`src/rtl/washer_timer_pkg.sv`:
```
`default_nettype none
// ============================================================================
// Module   : washer_timer_pkg
// Purpose  : Shared types and constants for the washer phase timer: timer
//            state encoding, one-shot/periodic mode values, default widths.
// Ports    : none (package)
// Revision : 1.0 - initial release
// ============================================================================
package washer_timer_pkg;

  typedef enum logic [1:0] {
    ST_IDLE   = 2'd0,
    ST_RUN    = 2'd1,
    ST_PAUSED = 2'd2
  } timer_state_e;

  localparam logic MODE_ONESHOT  = 1'b0;
  localparam logic MODE_PERIODIC = 1'b1;

  localparam int DEFAULT_FREQ_W   = 8;
  localparam int DEFAULT_PERIOD_W = 8;

endpackage
`default_nettype wire

```
`src/rtl/tick_prescaler.sv`:
```
`default_nettype none
// ============================================================================
// Module   : tick_prescaler
// Purpose  : Divides clk by a runtime frequency value and emits a one-cycle
//            sec_tick on the edge where the count wraps from freq-1 to 0.
// Ports    : clk      - system clock
//            reset    - synchronous active-high reset
//            clr      - force the count to 0 (wins over hold)
//            hold     - freeze the count; sec_tick is suppressed
//            freq     - clock ticks per second
//            sec_tick - high in the cycle whose edge wraps the count
// Revision : 1.0 - initial release
// ============================================================================
module tick_prescaler #(
  parameter int FREQ_W = 8
) (
  input  logic              clk,
  input  logic              reset,
  input  logic              clr,
  input  logic              hold,
  input  logic [FREQ_W-1:0] freq,
  output logic              sec_tick
);

  logic [FREQ_W-1:0] count_q;
  logic [FREQ_W-1:0] count_d;
  logic              at_top;

  assign at_top = (count_q == (freq - FREQ_W'(1)));

  // Deliberately not qualified by clr: the owner derives clr from sec_tick
  // (expiry clears the count), so gating here would close a loop.
  assign sec_tick = !hold && at_top;

  always_comb begin
    count_d = count_q;
    if (clr) begin
      count_d = '0;
    end else if (!hold) begin
      count_d = at_top ? '0 : count_q + FREQ_W'(1);
    end
  end

  always_ff @(posedge clk) begin
    if (reset) begin
      count_q <= '0;
    end else begin
      count_q <= count_d;
    end
  end

endmodule
`default_nettype wire

```
`src/rtl/cycle_timer.sv`:
```
`default_nettype none
// ============================================================================
// Module   : cycle_timer
// Purpose  : Second-resolution countdown timer for washer phase sequencing.
//            start/retrigger, pause/resume, abort, one-shot or auto-reload,
//            visible remaining seconds and a one-cycle done pulse.
// Ports    : clk, reset          - clock, synchronous active-high reset
//            start               - latch config and (re)start counting
//            pause               - level; hold counters while high
//            abort               - return to idle without done
//            periodic            - mode sampled with start (1 = auto-reload)
//            clk_freq            - ticks per second, sampled with start
//            timer_period        - seconds, sampled with start
//            busy, paused        - state is RUN/PAUSED, state is PAUSED
//            remaining           - seconds left in the current period
//            done                - one-cycle pulse at period expiry
// Revision : 1.0 - initial release
// ============================================================================
module cycle_timer
  import washer_timer_pkg::*;
#(
  parameter int FREQ_W   = DEFAULT_FREQ_W,
  parameter int PERIOD_W = DEFAULT_PERIOD_W
) (
  input  logic                clk,
  input  logic                reset,
  input  logic                start,
  input  logic                pause,
  input  logic                abort,
  input  logic                periodic,
  input  logic [FREQ_W-1:0]   clk_freq,
  input  logic [PERIOD_W-1:0] timer_period,
  output logic                busy,
  output logic                paused,
  output logic [PERIOD_W-1:0] remaining,
  output logic                done
);

  timer_state_e        state_q, state_d;
  logic [FREQ_W-1:0]   freq_q, freq_d;
  logic [PERIOD_W-1:0] period_q, period_d;
  logic                mode_q, mode_d;
  logic [PERIOD_W-1:0] remaining_q, remaining_d;
  logic                done_q, done_d;
  logic                busy_q, busy_d;
  logic                paused_q, paused_d;

  logic                count_en;
  logic                presc_clr;
  logic                sec_tick;

  // Counting happens on any edge where the timer is active and not held.
  // The resume edge (PAUSED with pause low) counts, so a pause costs exactly
  // the number of edges on which pause was sampled high.
  assign count_en = !abort && !start && !pause && (state_q != ST_IDLE);

  tick_prescaler #(
    .FREQ_W (FREQ_W)
  ) u_prescaler (
    .clk      (clk),
    .reset    (reset),
    .clr      (presc_clr),
    .hold     (!count_en),
    .freq     (freq_q),
    .sec_tick (sec_tick)
  );

  always_comb begin
    state_d     = state_q;
    freq_d      = freq_q;
    period_d    = period_q;
    mode_d      = mode_q;
    remaining_d = remaining_q;
    done_d      = 1'b0;
    presc_clr   = 1'b0;

    if (abort) begin
      state_d     = ST_IDLE;
      remaining_d = '0;
      presc_clr   = 1'b1;
    end else if (start) begin
      freq_d    = clk_freq;
      period_d  = timer_period;
      mode_d    = periodic;
      presc_clr = 1'b1;
      // A zero rate or zero length has nothing to count: report done at once.
      if ((clk_freq == '0) || (timer_period == '0)) begin
        state_d     = ST_IDLE;
        remaining_d = '0;
        done_d      = 1'b1;
      end else begin
        state_d     = ST_RUN;
        remaining_d = timer_period;
      end
    end else begin
      case (state_q)
        ST_RUN: begin
          if (pause) begin
            state_d = ST_PAUSED;
          end
        end
        ST_PAUSED: begin
          if (!pause) begin
            state_d = ST_RUN;
          end
        end
        default: begin
          presc_clr = 1'b1;
        end
      endcase

      if (count_en && sec_tick) begin
        if (remaining_q <= PERIOD_W'(1)) begin
          done_d = 1'b1;
          if (mode_q == MODE_PERIODIC) begin
            // Prescaler wraps to 0 on this same tick, so the reload
            // starts a fresh period with no gap cycle.
            remaining_d = period_q;
          end else begin
            state_d     = ST_IDLE;
            remaining_d = '0;
            presc_clr   = 1'b1;
          end
        end else begin
          remaining_d = remaining_q - PERIOD_W'(1);
        end
      end
    end

    busy_d   = (state_d != ST_IDLE);
    paused_d = (state_d == ST_PAUSED);
  end

  always_ff @(posedge clk) begin
    if (reset) begin
      state_q     <= ST_IDLE;
      freq_q      <= '0;
      period_q    <= '0;
      mode_q      <= MODE_ONESHOT;
      remaining_q <= '0;
      done_q      <= 1'b0;
      busy_q      <= 1'b0;
      paused_q    <= 1'b0;
    end else begin
      state_q     <= state_d;
      freq_q      <= freq_d;
      period_q    <= period_d;
      mode_q      <= mode_d;
      remaining_q <= remaining_d;
      done_q      <= done_d;
      busy_q      <= busy_d;
      paused_q    <= paused_d;
    end
  end

  assign busy      = busy_q;
  assign paused    = paused_q;
  assign remaining = remaining_q;
  assign done      = done_q;

endmodule
`default_nettype wire

```
`config.mk`:
```
export PLATFORM = sky130hd
export DESIGN_NAME = cycle_timer
export DESIGN_NICKNAME = d
export VERILOG_FILES = /design/src/rtl/washer_timer_pkg.sv /design/src/rtl/tick_prescaler.sv /design/src/rtl/cycle_timer.sv
export SDC_FILE = /design/constraint.sdc
export NUM_CORES = 1
export LEC_CHECK = 0
export CAP_MARGIN = 25
export CORE_AREA = 3 3 61 85
export CTS_CLUSTER_DIAMETER = 50
export DETAILED_ROUTE_END_ITERATION = 6
export DIE_AREA = 0 0 64 88
export PLACE_DENSITY = 0.76
export SYNTH_ARGS = -nofsm -noshare
export SYNTH_HDL_FRONTEND = slang
export SYNTH_SLANG_ARGS = --single-unit
```
`constraint.sdc`:
```
create_clock -name clk -period 2.37 [get_ports clk]
set_clock_uncertainty 0.15 [all_clocks]
set_input_delay 0.711 -clock clk [delete_from_list [all_inputs] [get_ports clk]]
set_output_delay 0.711 -clock clk [all_outputs]
set_load 0.02 [all_outputs]
```
==> metrics.md, run 1 <==
| Metric | Value |
|---|---|
| Fin crit share | 1.06 |
| Die H | approximately 88 um |
| Static leakage | roughly 1.1 nW |
| Slack of the worst reg-to-reg path | -0.13 ns |
| Drt total wl | around 6000 um |
| F_max | between 300 and 400 MHz |
| Reg2Reg Depth | 9 |
| Avg Cell Area, Syn | around 7.9 sq um |
| Status | finished with violations |
| # DRC | 0 |
| Leading cell types in the layout, fill and taps excluded | nand2_1, buf_4, dfxtp_1, clkdlybuf4s50_1, a21oi_1 |
| CP max FO | 4 |
| Vias | 2186 |
| Final std cells w/o fill | about 400 |
| Worst endpoint data arrival time | about 2.6 ns |
| Pin count of the biggest net entering global routing | 18 |
| Sw frac | 0.275 |
| Maximum vdd drop | around 0.44 mV |
| Final setup fails | 17 |
| P&R area growth vs syn | 42.3% |
| Row cnt | 29 |
| Final Hold Viols | 0 |
| Yosys reg bits | 38 |
| Root Driver | clkbuf_8 |
| Clk pwr share | 0.323 |
| WL/cell | 14.8 um |
| Commonest non-fill, non-tap cell in the layout | nand2_1 |
| Failing checks | setup timing |
| Hold Crit Class | reg2reg |
| Total global-route track usage | 0.221 |
| Minimum clock period | around 2.5 ns |
| Pins Over Slew Limit | 0 |
| Distinct cells, synth | 47 |
| Boundary pin count | 33 |
| First-pass GRT wire length | slightly below 10000 um |
| Ys flop type | dfxtp_1 |
| Initial antenna violation count | 0 |
| Post-synth EDFFs | 0 |
| GPL Wtd Cong | 0.927 |
| CTS tree | built |
| Placed Instances | about 390 |
| Final worst setup slack | -0.132 ns |
| Setup crit end kind | flop |
| Antenna cells | 0 |
| Crit Path Class | reg2reg |
| TritonRoute pass-1 iters | 4 |
| Least-Margin Pin Slew | 0.431 ns |
| Net Switching | about 400 uW |
| CTS H-tree depth | 2 |
| # Max-Cap Violations | 0 |
| Startpoint types | flop |
| Routed vias/inst | roughly 5.4 |
| CTS buffer count | 5 |
| CTS Hold Bufs | 0 |
| DRT antenna net count | 0 |
| Share of cells above drive strength 1 | 0.229 |
| Cell internal pwr | 1.04 mW |
| Placement Cell Area | ~2800 sq um |
| Full die area | about 5600 sq um |
| Clock transition at path regs | around 0.080 ns |
| PortBufs | 32 |
| Seq pwr share | 0.473 |
| Sink Count | 38 |
| Post-synthesis cell count | between 200 and 300 |
| Vias in the first global route | around 2200 |
| Core box area | approximately 4500 sq um |
| Hold Slack | 0.318 ns |
| Reg-to-reg endpoint | remaining[1]$_SDFFE_PP0P_ |
| Final net count | around 370 |
| Syn. warnings | 0 |
| Worst skew pair latency | a little under 0.3 ns |
| CTS Buffer Depth | 2 |
| Drt first-iter violations | between 100 and 150 |
| Gate power share | 0.204 |
| Ys async rst share | 0 |
| Rel. slew slack | 0.710 |
| Die width | ~64 um |
| Grt ovf | 0 |
| DP Wirelength | 4190 um |
| Synth Cell Area | 2120 sq um |
| RSZ-0062 raised after global routing | yes |
| R2r startpoint | freq_q[1]$_SDFFE_PP0P_ |
| Crit path from | freq_q[1]$_SDFFE_PP0P_ |
| Crit path capture | remaining[1]$_SDFFE_PP0P_ |
| WP data required | 2.46 ns |
| Post-route cell area | 3020 sq um |
| Power per standard cell area | 477 nW/um^2 |
| Post-Syn Nets | 299 |
| Post-synthesis sequential area ratio | 0.358 |
| Initial core utilization | 0.468 |
## worst min-delay path by stage
stage                             startpoint                       end  cells after the start
global route        period_q[5]$_SDFFE_PP0P_  period_q[5]$_SDFFE_PP0P_                      2
global placement    period_q[4]$_SDFFE_PP0P_  period_q[4]$_SDFFE_PP0P_                      2
finish              period_q[5]$_SDFFE_PP0P_  period_q[5]$_SDFFE_PP0P_                      2
floorplan           period_q[6]$_SDFFE_PP0P_  period_q[6]$_SDFFE_PP0P_                      2
detailed placement  period_q[6]$_SDFFE_PP0P_  period_q[6]$_SDFFE_PP0P_                      2
CTS                 period_q[6]$_SDFFE_PP0P_  period_q[6]$_SDFFE_PP0P_                      2
## routing by layer
layer	part of all wire	GRT usage	vias to the layer above
li1	-	-	1075
met1	0.38	0.238	1033
met2	0.55	0.418	63
met3	0.038	0.0347	15
met4	0.033	0.0982	0
met5	0	0	-
## area by class of cell
cell class | instances | area, sq um
tap | 62 | 77.6
inverter | 10 | 37.5
multi-input combinational | 208 | 1380
clock inverter | 1 | 5.00
timing repair buffer | 76 | 672
clock buffer | 7 | 86.3
fill | 391 | 1520
sequential | 38 | 763
## Yosys cell counts (all sizes together), types with 2 or more instances
cell type | number | area share
mux2i | 4 | 0.019
nor3 | 4 | 0.0094
xnor2 | 11 | 0.045
nand3 | 8 | 0.019
or4 | 2 | 0.0088
or3 | 2 | 0.0059
nor2 | 23 | 0.041
dfxtp | 38 | 0.36
o31a | 3 | 0.012
inv | 10 | 0.018
nor2b | 5 | 0.015
clkbuf | 11 | 0.019
nand4 | 4 | 0.012
o21ai | 11 | 0.026
a21oi | 23 | 0.054
nor4 | 7 | 0.024
or3b | 3 | 0.012
nand2b | 2 | 0.0059
xor2 | 8 | 0.033
ha | 7 | 0.041
buf | 3 | 0.012
a31oi | 7 | 0.021
and3 | 4 | 0.012
a22oi | 3 | 0.011
nand2 | 48 | 0.085
and2 | 3 | 0.0088
## cells by family (layout without fill, tap and decap cells)
| family | after synthesis | after routing | synth area share |
|---|---|---|---|
| AO/OA/AOI/OAI | 57 | 57 | 0.171 |
| AND/OR/NAND/NOR | 121 | 121 | 0.283 |
| adder cells (fa/ha/maj) | 7 | 7 | 0.0412 |
| buffers and inverters | 24 | 94 | 0.0495 |
| flip-flops | 38 | 38 | 0.358 |
| multiplexers | 4 | 4 | 0.0189 |
| XOR/XNOR | 19 | 19 | 0.0784 |
## timing repair
item	in CTS	in global routing
endpoints found under the hold margin	0	0
gates cloned	0	0
gates resized for setup	13	16
pin swaps	18	9
buffers inserted	6	0
setup endpoints to repair	15	20
## power groups by stage
stage	clock (mW)	sequential [mW]	combinational, mW
after floorplan	0	0.695	0.143
after global placement	0	0.694	0.269
after detailed placement	0	0.695	0.274
after CTS	0.472	0.681	0.284
after global routing	0.503	0.685	0.321
final	0.465	0.682	0.294
## through the flow
stage,power (mW),setup TNS (ns),utilization,setup slack [ns]
2_1_floorplan,0.837,0,-,0.00242
3_3_place_gp,0.964,-4.93,0.611,-0.284
3_5_place_dp,0.969,-5.75,0.611,-0.346
4_1_cts,1.44,-1.54,0.653,-0.166
5_1_grt,1.51,-2.67,0.666,-0.227
6_report,1.44,-1.02,0.666,-0.132
## state kept, by name (all words and copies together), names as in the netlist
signal and count:
state_q 2, mode_q 1, paused 1, done 1
period_q 8, busy 1, freq_q 8, u_prescaler.count_q 8
remaining 8
## worst max-delay path: stages, from the launching register on
cell and delay [ns]:
dfxtp_2 0.34, or4_4 0.54, o221a_4 0.27, a311oi_2 0.23, a211oi_2 0.12, buf_4 0.15
buf_6 0.11, buf_4 0.14, a221oi_4 0.22, o31a_1 0.17
Power figures use the tool's default switching activity.
==> run 2: changes to the inputs <==
--- a/config.mk
+++ b/config.mk
@@ -8,6 +8,7 @@
 export CAP_MARGIN = 25
 export CORE_AREA = 3 3 61 85
 export CTS_CLUSTER_DIAMETER = 50
+export CTS_CLUSTER_SIZE = 14
 export DETAILED_ROUTE_END_ITERATION = 6
 export DIE_AREA = 0 0 64 88
 export PLACE_DENSITY = 0.76
==> results of run 2 <==
No change in the layout: final DEF, timing and power equal those of run 1.
